### config.mk
export PLATFORM = sky130hd
export DESIGN_NAME = ex_operand_stage_flat
export DESIGN_NICKNAME = d
export VERILOG_FILES = /design/src/rtl/cpu_pkg.sv /design/src/rtl/ex_operand_stage_if.sv /design/src/rtl/fwd_mux.sv /design/src/rtl/ex_operand_stage.sv /design/src/flat_wrapper.sv
export SDC_FILE = /design/constraint.sdc
export NUM_CORES = 1
export LEC_CHECK = 0
export BUFFER_PORTS_ARGS = -buffer_cell sky130_fd_sc_hd__buf_2
export CAP_MARGIN = 20
export CORE_MARGIN = 2
export CORE_UTILIZATION = 50
export CTS_CLUSTER_DIAMETER = 80
export DETAILED_ROUTE_END_ITERATION = 10
export PLACE_DENSITY = 0.9
export SYNTH_ARGS = -nofsm -noshare
export SYNTH_HDL_FRONTEND = slang
export SYNTH_SLANG_ARGS = --single-unit
### constraint.sdc
create_clock -name clk -period 2.1 [get_ports clk]
set_input_delay 0.105 -clock clk [delete_from_list [all_inputs] [get_ports clk]]
set_output_delay 0.105 -clock clk [all_outputs]
set_load 0.02 [all_outputs]
### src/rtl/cpu_pkg.sv
// Shared CPU constants: datapath width and one-hot ALU function codes.
// Compare/branch functions sit in the upper bits and need FW >= 15 to be expressible.
package cpu_pkg;

  localparam int CPU_XLEN = 32;
  localparam int ALU_FN_W = 15;

  localparam logic [ALU_FN_W-1:0] ALU_ADD  = 15'h0001;
  localparam logic [ALU_FN_W-1:0] ALU_SUB  = 15'h0002;
  localparam logic [ALU_FN_W-1:0] ALU_SLT  = 15'h0004;
  localparam logic [ALU_FN_W-1:0] ALU_SLTU = 15'h0008;
  localparam logic [ALU_FN_W-1:0] ALU_AND  = 15'h0010;
  localparam logic [ALU_FN_W-1:0] ALU_OR   = 15'h0020;
  localparam logic [ALU_FN_W-1:0] ALU_NOR  = 15'h0040;
  localparam logic [ALU_FN_W-1:0] ALU_XOR  = 15'h0080;
  localparam logic [ALU_FN_W-1:0] ALU_SLL  = 15'h0100;
  localparam logic [ALU_FN_W-1:0] ALU_SRL  = 15'h0200;
  localparam logic [ALU_FN_W-1:0] ALU_SRA  = 15'h0400;
  localparam logic [ALU_FN_W-1:0] ALU_EQ   = 15'h0800;
  localparam logic [ALU_FN_W-1:0] ALU_NE   = 15'h1000;
  localparam logic [ALU_FN_W-1:0] ALU_GE   = 15'h2000;
  localparam logic [ALU_FN_W-1:0] ALU_GEU  = 15'h4000;

endpackage

### src/rtl/ex_operand_stage_if.sv
// Decode-to-execute operand stage bundle: decode fields, pipeline control, forwarding
// sources and the ALU/downstream results. master = pipeline side, slave = the stage.
interface ex_operand_stage_if
  import cpu_pkg::*;
#(
  parameter int XLEN = CPU_XLEN,
  parameter int FW   = 12
);
  logic            id_valid;
  logic [FW-1:0]   id_alu_f;
  logic [XLEN-1:0] id_rs1_data;
  logic [XLEN-1:0] id_rs2_data;
  logic [XLEN-1:0] id_imm;
  logic [XLEN-1:0] id_pc;
  logic [4:0]      id_rs1;
  logic [4:0]      id_rs2;
  logic [4:0]      id_rd;
  logic            id_use_imm;
  logic            id_use_pc;
  logic            id_reg_we;
  logic            id_is_load;

  logic            stall;
  logic            flush;

  logic [4:0]      exmem_rd;
  logic            exmem_we;
  logic [XLEN-1:0] exmem_result;
  logic [4:0]      memwb_rd;
  logic            memwb_we;
  logic [XLEN-1:0] memwb_result;

  logic [FW-1:0]   alu_f;
  logic [XLEN-1:0] alu_a;
  logic [XLEN-1:0] alu_b;
  logic            ex_valid;
  logic [4:0]      ex_rd;
  logic            ex_reg_we;
  logic            ex_is_load;
  logic [XLEN-1:0] ex_store_data;
  logic            load_use_stall;

  modport master (
    output id_valid, id_alu_f, id_rs1_data, id_rs2_data, id_imm, id_pc,
           id_rs1, id_rs2, id_rd, id_use_imm, id_use_pc, id_reg_we, id_is_load,
           stall, flush,
           exmem_rd, exmem_we, exmem_result, memwb_rd, memwb_we, memwb_result,
    input  alu_f, alu_a, alu_b, ex_valid, ex_rd, ex_reg_we, ex_is_load,
           ex_store_data, load_use_stall
  );

  modport slave (
    input  id_valid, id_alu_f, id_rs1_data, id_rs2_data, id_imm, id_pc,
           id_rs1, id_rs2, id_rd, id_use_imm, id_use_pc, id_reg_we, id_is_load,
           stall, flush,
           exmem_rd, exmem_we, exmem_result, memwb_rd, memwb_we, memwb_result,
    output alu_f, alu_a, alu_b, ex_valid, ex_rd, ex_reg_we, ex_is_load,
           ex_store_data, load_use_stall
  );
endinterface

### src/rtl/fwd_mux.sv
// Source-operand bypass select: EX/MEM beats MEM/WB beats register file; x0 always reads 0.
// Purely combinational, zero latency, no backpressure.
module fwd_mux
  import cpu_pkg::*;
#(
  parameter int XLEN = CPU_XLEN
) (
  input  logic [4:0]      src,
  input  logic [XLEN-1:0] rs_data,
  input  logic [4:0]      exmem_rd,
  input  logic            exmem_we,
  input  logic [XLEN-1:0] exmem_result,
  input  logic [4:0]      memwb_rd,
  input  logic            memwb_we,
  input  logic [XLEN-1:0] memwb_result,
  output logic [XLEN-1:0] fwd_data
);

  // src != 0 is checked first, so a match below implies a nonzero producer rd.
  always_comb begin
    fwd_data = rs_data;
    if (src == 5'd0)
      fwd_data = '0;
    else if (exmem_we && (exmem_rd == src))
      fwd_data = exmem_result;
    else if (memwb_we && (memwb_rd == src))
      fwd_data = memwb_result;
  end

endmodule

### src/rtl/ex_operand_stage.sv
// ID/EX pipeline register with operand forwarding and load-use hazard detection.
// One cycle ID->ALU latency; stall holds, flush or load-use inserts a bubble.
module ex_operand_stage
  import cpu_pkg::*;
#(
  parameter int XLEN = CPU_XLEN,
  parameter int FW   = 12
) (
  input logic                clk,
  input logic                rst_n,
  ex_operand_stage_if.slave  io
);

  typedef struct packed {
    logic            valid;
    logic [FW-1:0]   f;
    logic [4:0]      rs1;
    logic [4:0]      rs2;
    logic [4:0]      rd;
    logic [XLEN-1:0] rs1_data;
    logic [XLEN-1:0] rs2_data;
    logic [XLEN-1:0] imm;
    logic [XLEN-1:0] pc;
    logic            use_imm;
    logic            use_pc;
    logic            reg_we;
    logic            is_load;
  } ex_reg_t;

  ex_reg_t         ex_q;
  ex_reg_t         id_in;
  ex_reg_t         bubble;
  logic            f_ok;
  logic            load_use_stall;
  logic [XLEN-1:0] rs1_fwd;
  logic [XLEN-1:0] rs2_fwd;

  // A code with more than one bit set is dropped to 0 so the ALU idles on it.
  assign f_ok = ((io.id_alu_f & (io.id_alu_f - FW'(1))) == '0);

  always_comb begin
    id_in          = '0;
    id_in.valid    = io.id_valid;
    id_in.f        = f_ok ? io.id_alu_f : '0;
    id_in.rs1      = io.id_rs1;
    id_in.rs2      = io.id_rs2;
    id_in.rd       = io.id_rd;
    id_in.rs1_data = io.id_rs1_data;
    id_in.rs2_data = io.id_rs2_data;
    id_in.imm      = io.id_imm;
    id_in.pc       = io.id_pc;
    id_in.use_imm  = io.id_use_imm;
    id_in.use_pc   = io.id_use_pc;
    id_in.reg_we   = io.id_reg_we;
    id_in.is_load  = io.id_is_load;

    bubble         = id_in;
    bubble.valid   = 1'b0;
    bubble.f       = '0;
    bubble.reg_we  = 1'b0;
    bubble.is_load = 1'b0;
  end

  // Load data is not available until MEM, so a dependent ID instruction must wait one cycle.
  assign load_use_stall = ex_q.valid && ex_q.is_load && (ex_q.rd != 5'd0) && io.id_valid &&
                          ((ex_q.rd == io.id_rs1) ||
                           (!io.id_use_imm && (ex_q.rd == io.id_rs2)));

  always_ff @(posedge clk or negedge rst_n) begin
    if (!rst_n)
      ex_q <= '0;
    else if (io.flush)
      ex_q <= bubble;
    else if (!io.stall)
      ex_q <= load_use_stall ? bubble : id_in;
  end

  fwd_mux #(.XLEN(XLEN)) u_fwd_rs1 (
    .src          (ex_q.rs1),
    .rs_data      (ex_q.rs1_data),
    .exmem_rd     (io.exmem_rd),
    .exmem_we     (io.exmem_we),
    .exmem_result (io.exmem_result),
    .memwb_rd     (io.memwb_rd),
    .memwb_we     (io.memwb_we),
    .memwb_result (io.memwb_result),
    .fwd_data     (rs1_fwd)
  );

  fwd_mux #(.XLEN(XLEN)) u_fwd_rs2 (
    .src          (ex_q.rs2),
    .rs_data      (ex_q.rs2_data),
    .exmem_rd     (io.exmem_rd),
    .exmem_we     (io.exmem_we),
    .exmem_result (io.exmem_result),
    .memwb_rd     (io.memwb_rd),
    .memwb_we     (io.memwb_we),
    .memwb_result (io.memwb_result),
    .fwd_data     (rs2_fwd)
  );

  assign io.alu_f          = ex_q.valid ? ex_q.f : '0;
  assign io.alu_a          = ex_q.use_pc ? ex_q.pc : rs1_fwd;
  assign io.alu_b          = ex_q.use_imm ? ex_q.imm : rs2_fwd;
  assign io.ex_store_data  = rs2_fwd;
  assign io.ex_valid       = ex_q.valid;
  assign io.ex_rd          = ex_q.rd;
  assign io.ex_reg_we      = ex_q.reg_we;
  assign io.ex_is_load     = ex_q.is_load;
  assign io.load_use_stall = load_use_stall;

endmodule

### src/flat_wrapper.sv
// flat-port wrapper written by rule: the top's interface ports become plain ports
module ex_operand_stage_flat import cpu_pkg::*;
#(
  parameter int XLEN = CPU_XLEN,
  parameter int FW   = 12
)
  (clk, rst_n, io_id_valid, io_id_alu_f, io_id_rs1_data, io_id_rs2_data, io_id_imm, io_id_pc, io_id_rs1, io_id_rs2, io_id_rd, io_id_use_imm, io_id_use_pc, io_id_reg_we, io_id_is_load, io_stall, io_flush, io_exmem_rd, io_exmem_we, io_exmem_result, io_memwb_rd, io_memwb_we, io_memwb_result, io_alu_f, io_alu_a, io_alu_b, io_ex_valid, io_ex_rd, io_ex_reg_we, io_ex_is_load, io_ex_store_data, io_load_use_stall);
  ex_operand_stage_if #(.XLEN(XLEN), .FW(FW)) io_i ();
  input logic clk;
  input logic rst_n;
  input wire logic [$bits(io_i.id_valid)-1:0] io_id_valid;
  input wire logic [$bits(io_i.id_alu_f)-1:0] io_id_alu_f;
  input wire logic [$bits(io_i.id_rs1_data)-1:0] io_id_rs1_data;
  input wire logic [$bits(io_i.id_rs2_data)-1:0] io_id_rs2_data;
  input wire logic [$bits(io_i.id_imm)-1:0] io_id_imm;
  input wire logic [$bits(io_i.id_pc)-1:0] io_id_pc;
  input wire logic [$bits(io_i.id_rs1)-1:0] io_id_rs1;
  input wire logic [$bits(io_i.id_rs2)-1:0] io_id_rs2;
  input wire logic [$bits(io_i.id_rd)-1:0] io_id_rd;
  input wire logic [$bits(io_i.id_use_imm)-1:0] io_id_use_imm;
  input wire logic [$bits(io_i.id_use_pc)-1:0] io_id_use_pc;
  input wire logic [$bits(io_i.id_reg_we)-1:0] io_id_reg_we;
  input wire logic [$bits(io_i.id_is_load)-1:0] io_id_is_load;
  input wire logic [$bits(io_i.stall)-1:0] io_stall;
  input wire logic [$bits(io_i.flush)-1:0] io_flush;
  input wire logic [$bits(io_i.exmem_rd)-1:0] io_exmem_rd;
  input wire logic [$bits(io_i.exmem_we)-1:0] io_exmem_we;
  input wire logic [$bits(io_i.exmem_result)-1:0] io_exmem_result;
  input wire logic [$bits(io_i.memwb_rd)-1:0] io_memwb_rd;
  input wire logic [$bits(io_i.memwb_we)-1:0] io_memwb_we;
  input wire logic [$bits(io_i.memwb_result)-1:0] io_memwb_result;
  output wire logic [$bits(io_i.alu_f)-1:0] io_alu_f;
  output wire logic [$bits(io_i.alu_a)-1:0] io_alu_a;
  output wire logic [$bits(io_i.alu_b)-1:0] io_alu_b;
  output wire logic [$bits(io_i.ex_valid)-1:0] io_ex_valid;
  output wire logic [$bits(io_i.ex_rd)-1:0] io_ex_rd;
  output wire logic [$bits(io_i.ex_reg_we)-1:0] io_ex_reg_we;
  output wire logic [$bits(io_i.ex_is_load)-1:0] io_ex_is_load;
  output wire logic [$bits(io_i.ex_store_data)-1:0] io_ex_store_data;
  output wire logic [$bits(io_i.load_use_stall)-1:0] io_load_use_stall;
  assign io_i.id_valid = io_id_valid;
  assign io_i.id_alu_f = io_id_alu_f;
  assign io_i.id_rs1_data = io_id_rs1_data;
  assign io_i.id_rs2_data = io_id_rs2_data;
  assign io_i.id_imm = io_id_imm;
  assign io_i.id_pc = io_id_pc;
  assign io_i.id_rs1 = io_id_rs1;
  assign io_i.id_rs2 = io_id_rs2;
  assign io_i.id_rd = io_id_rd;
  assign io_i.id_use_imm = io_id_use_imm;
  assign io_i.id_use_pc = io_id_use_pc;
  assign io_i.id_reg_we = io_id_reg_we;
  assign io_i.id_is_load = io_id_is_load;
  assign io_i.stall = io_stall;
  assign io_i.flush = io_flush;
  assign io_i.exmem_rd = io_exmem_rd;
  assign io_i.exmem_we = io_exmem_we;
  assign io_i.exmem_result = io_exmem_result;
  assign io_i.memwb_rd = io_memwb_rd;
  assign io_i.memwb_we = io_memwb_we;
  assign io_i.memwb_result = io_memwb_result;
  assign io_alu_f = io_i.alu_f;
  assign io_alu_a = io_i.alu_a;
  assign io_alu_b = io_i.alu_b;
  assign io_ex_valid = io_i.ex_valid;
  assign io_ex_rd = io_i.ex_rd;
  assign io_ex_reg_we = io_i.ex_reg_we;
  assign io_ex_is_load = io_i.ex_is_load;
  assign io_ex_store_data = io_i.ex_store_data;
  assign io_load_use_stall = io_i.load_use_stall;
  ex_operand_stage #(.XLEN(XLEN), .FW(FW)) u_core (.clk(clk), .rst_n(rst_n), .io(io_i));
endmodule
* After elaboration in Yosys (flattened, before gate mapping)
Cells that the tools add are included.
Word-level totals: flip-flop bits (word level) 160, bits of input ports 240, output and inout port bits 117, word-level logic and storage cells 50
Operators by class: $add $sub $neg 1, equal/unequal tests 7, multiplexer cells 13, bitwise gates (word level) 1, reduce and logical (&&, ||, !) cells 15
Operator list (number):
- 160-bit two-way mux | 3
- 32-bit two-way mux | 8
- 5-bit == test | 6
- 12-bit two-way mux | 2
- 12-bit AND | 1
- 12-bit logical NOT | 1
- 12-bit by 1-bit subtractor with 12-bit output, second input constant | 1
- 5-bit logical NOT | 2
- 1-bit logical AND | 9
- 5-bit nonzero test | 1
- 2-bit by 1-bit != test with 1-bit output, second input constant | 1
- 1-bit logical NOT | 1
- 1-bit logical OR | 1

* Longest topological paths before layout
word-level depth 7, mapped depth 7, gate-level depth less buffers 5

* By module
A second synthesis with hierarchy kept.
Unflattened totals: cell total of the unflattened synthesis 1199, area total of the unflattened synthesis 9663.0 um2
By module, submodules not included:
- ex_operand_stage | times used 1, cells each 807, area each 7155.6 um2, seq. area each 4003.8 um2
- fwd_mux | times used 2, cells each 196, area each 1253.7 um2, seq. area each 0.0 um2

* Least setup slack after synthesis
OpenSTA, ideal clock, no wires.
path type register -> output, start point register u_core.ex_q[146] (netlist name), end point output port io_alu_a[25], data arrival time 2.026 ns, data required time 1.995 ns, setup slack -0.031 ns, stages on the path, launching flop included 8, path buffers 2, path through dfrtp_1 -> xnor2_4 -> nand2_1 -> or2_1 -> clkbuf_1 -> buf_2 -> o211a_1 -> o21ai_0
On the way: word-level cells in the longest chain between the ends 6, elaborated cells on any way between the ends 9, classes of those cells eq/ne (2); mux (4); reduce/logical (3)
Ends and longest elaborated chain:
- start, declared | line ex_operand_stage.sv:30 | ex_reg_t ex_q;
- start signal, assigned | line ex_operand_stage.sv:73 | ex_q <= bubble;
- start signal, assigned | line ex_operand_stage.sv:75 | ex_q <= load_use_stall ? bubble : id_in;
- 5-bit == test | line fwd_mux.sv:26 | else if (memwb_we && (memwb_rd == src))
- 1-bit logical AND | line fwd_mux.sv:26
- 32-bit two-way mux | line fwd_mux.sv:26
- 32-bit two-way mux | line fwd_mux.sv:24 | else if (exmem_we && (exmem_rd == src))
- 32-bit two-way mux (*) | line fwd_mux.sv:22 | if (src == 5'd0)
- 32-bit two-way mux (*) | line ex_operand_stage.sv:103 | assign io.alu_a = ex_q.use_pc ? ex_q.pc : rs1_fwd;
- end, declared | line flat_wrapper.sv:33 | output wire logic [$bits(io_i.alu_a)-1:0] io_alu_a;
Mark *: on every way between the ends. The rest lies on a longest branch, timed or not.

* Final worst setup path
start point register u_core.ex_q[141] (netlist name), end point output port io_alu_b[18]
On the way: word-level cells in the longest chain between the ends 6, elaborated cells on any way between the ends 9, classes of those cells eq/ne (2); mux (4); reduce/logical (3)
Ends and longest elaborated chain:
- 5-bit == test | line fwd_mux.sv:26
- 1-bit logical AND | line fwd_mux.sv:26
- 32-bit two-way mux | line fwd_mux.sv:26
- 32-bit two-way mux | line fwd_mux.sv:24
- 32-bit two-way mux (*) | line fwd_mux.sv:22
- 32-bit two-way mux (*) | line ex_operand_stage.sv:104 | assign io.alu_b = ex_q.use_imm ? ex_q.imm : rs2_fwd;
- end, declared | line flat_wrapper.sv:34 | output wire logic [$bits(io_i.alu_b)-1:0] io_alu_b;
Marks and branches as above.

==> results_tabular.tex <==
\begin{tabular}{lr}
\hline
Metric & Value \\
\hline
\multicolumn{2}{l}{\textbf{Place}} \\
Worst slack at placement & -86.8 ps \\
Final weighted congestion in routability-driven placement & 0.952 \\
Number of port buffers & 356 \\
Cell Count Post-Placement & 1,773 \\
Standard cell area after detailed placement & 11,300 sq um \\
Placed wire-length estimate after detailed placement & 25,700 microns \\
\multicolumn{2}{l}{\textbf{Synth}} \\
Leading cell types by count after synthesis & sky130\_fd\_sc\_hd\_\_nand2\_1 (530), sky130\_fd\_sc\_hd\_\_dfrtp\_1 (160), sky130\_fd\_sc\_hd\_\_nor2\_1 (91) \\
Number of enable-type register cells in the synthesized netlist & 0 \\
Sequential fraction of the synthesis area & 44.3\% \\
Instance count of the mapped netlist & 1,237 \\
Largest area contributor in the synthesized netlist & sky130\_fd\_sc\_hd\_\_dfrtp\_1 \\
Most used flip-flop cell after synthesis & sky130\_fd\_sc\_hd\_\_dfrtp\_1 \\
Top cell type's share of synthesized area & 44.3\% \\
Syn Area/Cell & 7.30 sq um \\
Leading cell type by number of instances after synthesis & sky130\_fd\_sc\_hd\_\_nand2\_1 \\
Area of the mapped netlist & 9030 sq um \\
Syn Nets & 1,477 \\
FFs w/ async S/R, synth & 100\% \\
Leading post-synthesis cells by cell area & sky130\_fd\_sc\_hd\_\_dfrtp\_1 (44\%), sky130\_fd\_sc\_hd\_\_nand2\_1 (22\%), sky130\_fd\_sc\_hd\_\_a211oi\_1 (4.8\%) \\
Number of warning messages in the yosys log & 0 \\
Synthesized flop and latch total & 160 \\
Unique masters post-synth & 36 \\
\multicolumn{2}{l}{\textbf{Worst setup path}} \\
Crit. End Element & primary output \\
FF-to-FF setup slack & 100 ps \\
Cell family contributing the most delay on the critical path & buffers and inverters \\
Number of cells traversed by the worst register-to-register path & 5 \\
Type of the worst setup path & flop to primary output \\
Worst setup SP type & flop \\
Crit path buf inv count & 2 \\
Max stage delay on crit path & 420 ps \\
Cell-by-cell trace of the critical path & xnor2\_1 -> nand4\_1 -> buf\_4 -> nor2\_1 -> a211oi\_4 -> o31ai\_1 -> buf\_2 \\
FF-to-FF Start & u\_core.io.ex\_rd[4] \\
Data required time of the critical path & 2000 ps \\
Slowest cell on crit path & sky130\_fd\_sc\_hd\_\_dfrtp\_1 \\
Arrival time of the worst setup path & 2450 ps \\
Worst Path Max Fanout & 14 \\
Worst flop-to-flop path endpoint & u\_core.ex\_q[156] \\
\multicolumn{2}{l}{\textbf{Power and ir drop}} \\
Power after layout & 9.72 mW \\
Total power density per cell area & 640 nW/um\^{}2 \\
Worst supply voltage drop on vdd & 0.603 mV \\
Leakage & 7.41 nW \\
\multicolumn{2}{l}{\textbf{Run status}} \\
Failing checks & negative setup slack \\
Outcome & finished, violations left \\
\multicolumn{2}{l}{\textbf{STA}} \\
Slew Limit Headroom & 58.3\% \\
TNS Setup & -29,500 ps \\
Final hold vios & 0 \\
Setup Skew & 11.7 ps \\
Final period utilization & 122\% \\
Setup violations, final & 96 \\
Final-report max-slew violation count & 0 \\
RSZ-0062 raised after global routing & yes \\
F\_max & 0.391 GHz \\
Least-Margin Pin Slew & 626 ps \\
Final hold slack & 45.2 ps \\
Least setup slack across all paths after layout & -458 ps \\
Shortest period the worst path allows & 2560 ps \\
\multicolumn{2}{l}{\textbf{Global routing}} \\
Maximum number of pins on one net before global-route repair & 79 \\
Initial antenna violation count & 6 \\
Wire length of the first global-routing pass & 64,300 microns \\
Overall global routing resource usage & 42.7\% \\
Vias in the first global route & 12,100 \\
Aggregate global routing overflow & 0 \\
\multicolumn{2}{l}{\textbf{Floorplan}} \\
Boundary pin count & 357 \\
Placeable core region & 17,800 sq um \\
Area enclosed by the die boundary & 19,200 sq um \\
Die boundary height & 138 microns \\
Die extent in x & 138 microns \\
Starting density of the core & 50.6\% \\
Placement row count & 49 \\
\multicolumn{2}{l}{\textbf{Finish}} \\
Final cell count without fillers & 2,003 \\
Fraction of layout instances using a drive strength above 1 & 36.0\% \\
Synth-to-Final Area Change & 68.0\% \\
Filler cell count in the final layout & 941 \\
Final core utilization & 85.1\% \\
Net count, final & 1,997 \\
Post-route standard cell area excluding fillers & 15,200 sq um \\
\multicolumn{2}{l}{\textbf{Clock network}} \\
Largest buffer count on any clock path & 2 \\
H-tree levels & 4 \\
Inserted Clock Buffers & 17 \\
Number of clock sinks & 160 \\
Insertion delay to the later sink of the worst-skew pair & 440 ps \\
Clock edge transition at the registers on the reported setup and hold paths & 70 ps \\
TritonCTS clock tree & built \\
Master cell of the clock root buffer & sky130\_fd\_sc\_hd\_\_clkbuf\_16 \\
\multicolumn{2}{l}{\textbf{Worst hold path}} \\
Worst Hold Class & primary input to flop \\
Endpoint of the worst hold-timing path & u\_core.io.ex\_rd[2] \\
Instance count along the most critical hold path & 4 \\
Min-delay src & io\_flush \\
\multicolumn{2}{l}{\textbf{Detailed routing}} \\
Post-route ant nets & 0 \\
Total routed wirelength & 45,100 microns \\
Vias per Instance & 6.16 \\
Wire length per cell after detailed routing & 22.5 microns \\
Overall via count from detail\_route & 12,300 \\
Initial DRC Count & 1,529 \\
Remaining DRCs & 0 \\
DR pass1 iterations & 6 \\
\multicolumn{2}{l}{\textbf{Flow run}} \\
Number of maximum-capacitance violations & 0 \\
\hline
\end{tabular}
## cells in the final DEF (no fill, tap or decap), types with 4 or more instances in the layout
cell and n:
sky130_fd_sc_hd__o211a_4 4, sky130_fd_sc_hd__nor2_1 75, sky130_fd_sc_hd__buf_6 27, sky130_fd_sc_hd__xnor2_1 24
sky130_fd_sc_hd__or2_4 5, sky130_fd_sc_hd__nor3_2 13, sky130_fd_sc_hd__nor3_4 5, sky130_fd_sc_hd__a211oi_2 30
sky130_fd_sc_hd__o21ai_2 31, sky130_fd_sc_hd__nor2_4 4, sky130_fd_sc_hd__o31ai_2 13, sky130_fd_sc_hd__buf_2 303
sky130_fd_sc_hd__nand4_1 5, sky130_fd_sc_hd__clkinv_4 6, sky130_fd_sc_hd__diode_2 4, sky130_fd_sc_hd__o21ai_4 5
sky130_fd_sc_hd__inv_1 10, sky130_fd_sc_hd__buf_12 22, sky130_fd_sc_hd__a211oi_4 27, sky130_fd_sc_hd__nand3_1 52
sky130_fd_sc_hd__nor2_2 12, sky130_fd_sc_hd__clkbuf_16 21, sky130_fd_sc_hd__nor3_1 25, sky130_fd_sc_hd__buf_4 78
sky130_fd_sc_hd__dfrtp_1 157, sky130_fd_sc_hd__dlygate4sd3_1 161, sky130_fd_sc_hd__o21ai_0 12, sky130_fd_sc_hd__and2_1 12
sky130_fd_sc_hd__o31ai_1 28, sky130_fd_sc_hd__o21ai_1 29, sky130_fd_sc_hd__nand2_1 530
## worst max path at each step
stage	depth (start not counted)	to	slack, ps	start
2_1_floorplan	7	io_alu_b[18]	2	u_core.ex_q[137]
3_3_place_gp	5	u_core.ex_q[155]	10	u_core.io.ex_rd[3]
3_5_place_dp	5	u_core.ex_q[147]	-90	u_core.io.ex_rd[4]
4_1_cts	8	io_alu_b[28]	-310	u_core.ex_q[140]
5_1_grt	7	io_alu_b[18]	-770	u_core.ex_q[141]
6_report	7	io_alu_b[18]	-460	u_core.ex_q[141]
## cells by family after synthesis
group                     Yosys count  synth area share (%)
buffers and inverters             108                  4.97
AOI/OAI and AO/OA                 192                  14.1
DFF                               160                  44.3
xor gates and xnor gates           30                  3.32
and+or+nand+nor                   747                  33.2
## tightest hold or removal path, stage by stage
cell                      delay, ps
sky130_fd_sc_hd__buf_2          140
sky130_fd_sc_hd__nor2b_4         90
sky130_fd_sc_hd__nand2_1         70
sky130_fd_sc_hd__nand2_1         40
## cell type report
| cell class | instances | area [sq um] | share of cell area, % |
|---|---|---|---|
| inverter | 10 | 37.5 | 0.247 |
| tap | 229 | 287 | 1.89 |
| sequential | 160 | 4010 | 26.4 |
| clock buffer | 19 | 453 | 2.98 |
| antenna | 4 | 10.0 | 0.0659 |
| clock inverter | 13 | 129 | 0.849 |
| timing repair buffer | 599 | 4640 | 30.6 |
| multi-input combinational | 969 | 5610 | 37.0 |
## metal layers
| layer | vias to the layer above | part of all wire [%] | global-route usage (%) | wire length (microns) |
|---|---|---|---|---|
| met5 | - | 0.024 | 0 | 11 |
| met4 | 2 | 8.4 | 28.9 | 3810 |
| met3 | 374 | 12 | 9.91 | 5220 |
| met2 | 1204 | 47 | 70.8 | 21000 |
| met1 | 5668 | 33 | 49.5 | 15000 |
| li1 | 5091 | - | - | - |
## sequential cells by signal (all words and copies together), names as in the netlist
name,flops
u_core.ex_q,152
u_core.io.ex_is_load,1
u_core.io.ex_rd,5
u_core.io.ex_reg_we,1
u_core.io.ex_valid,1
## power by group
part,leakage (nW),total (mW),internal [mW],switching [mW]
Combinational,5.18,3.11,1.35,1.76
Sequential,1.94,3.52,3.32,0.205
Clock,0.286,3.09,1.72,1.37
Total,7.41,9.72,6.38,3.34
## repair_timing
action	CTS	global route
pin swaps	41	50
gates resized for setup	218	138
buffers inserted	15	12
hold buffers	161	0
gates cloned	5	4
hold endpoints to repair	207	0
setup endpoints to repair	111	98
Power figures use the tool's default switching activity.
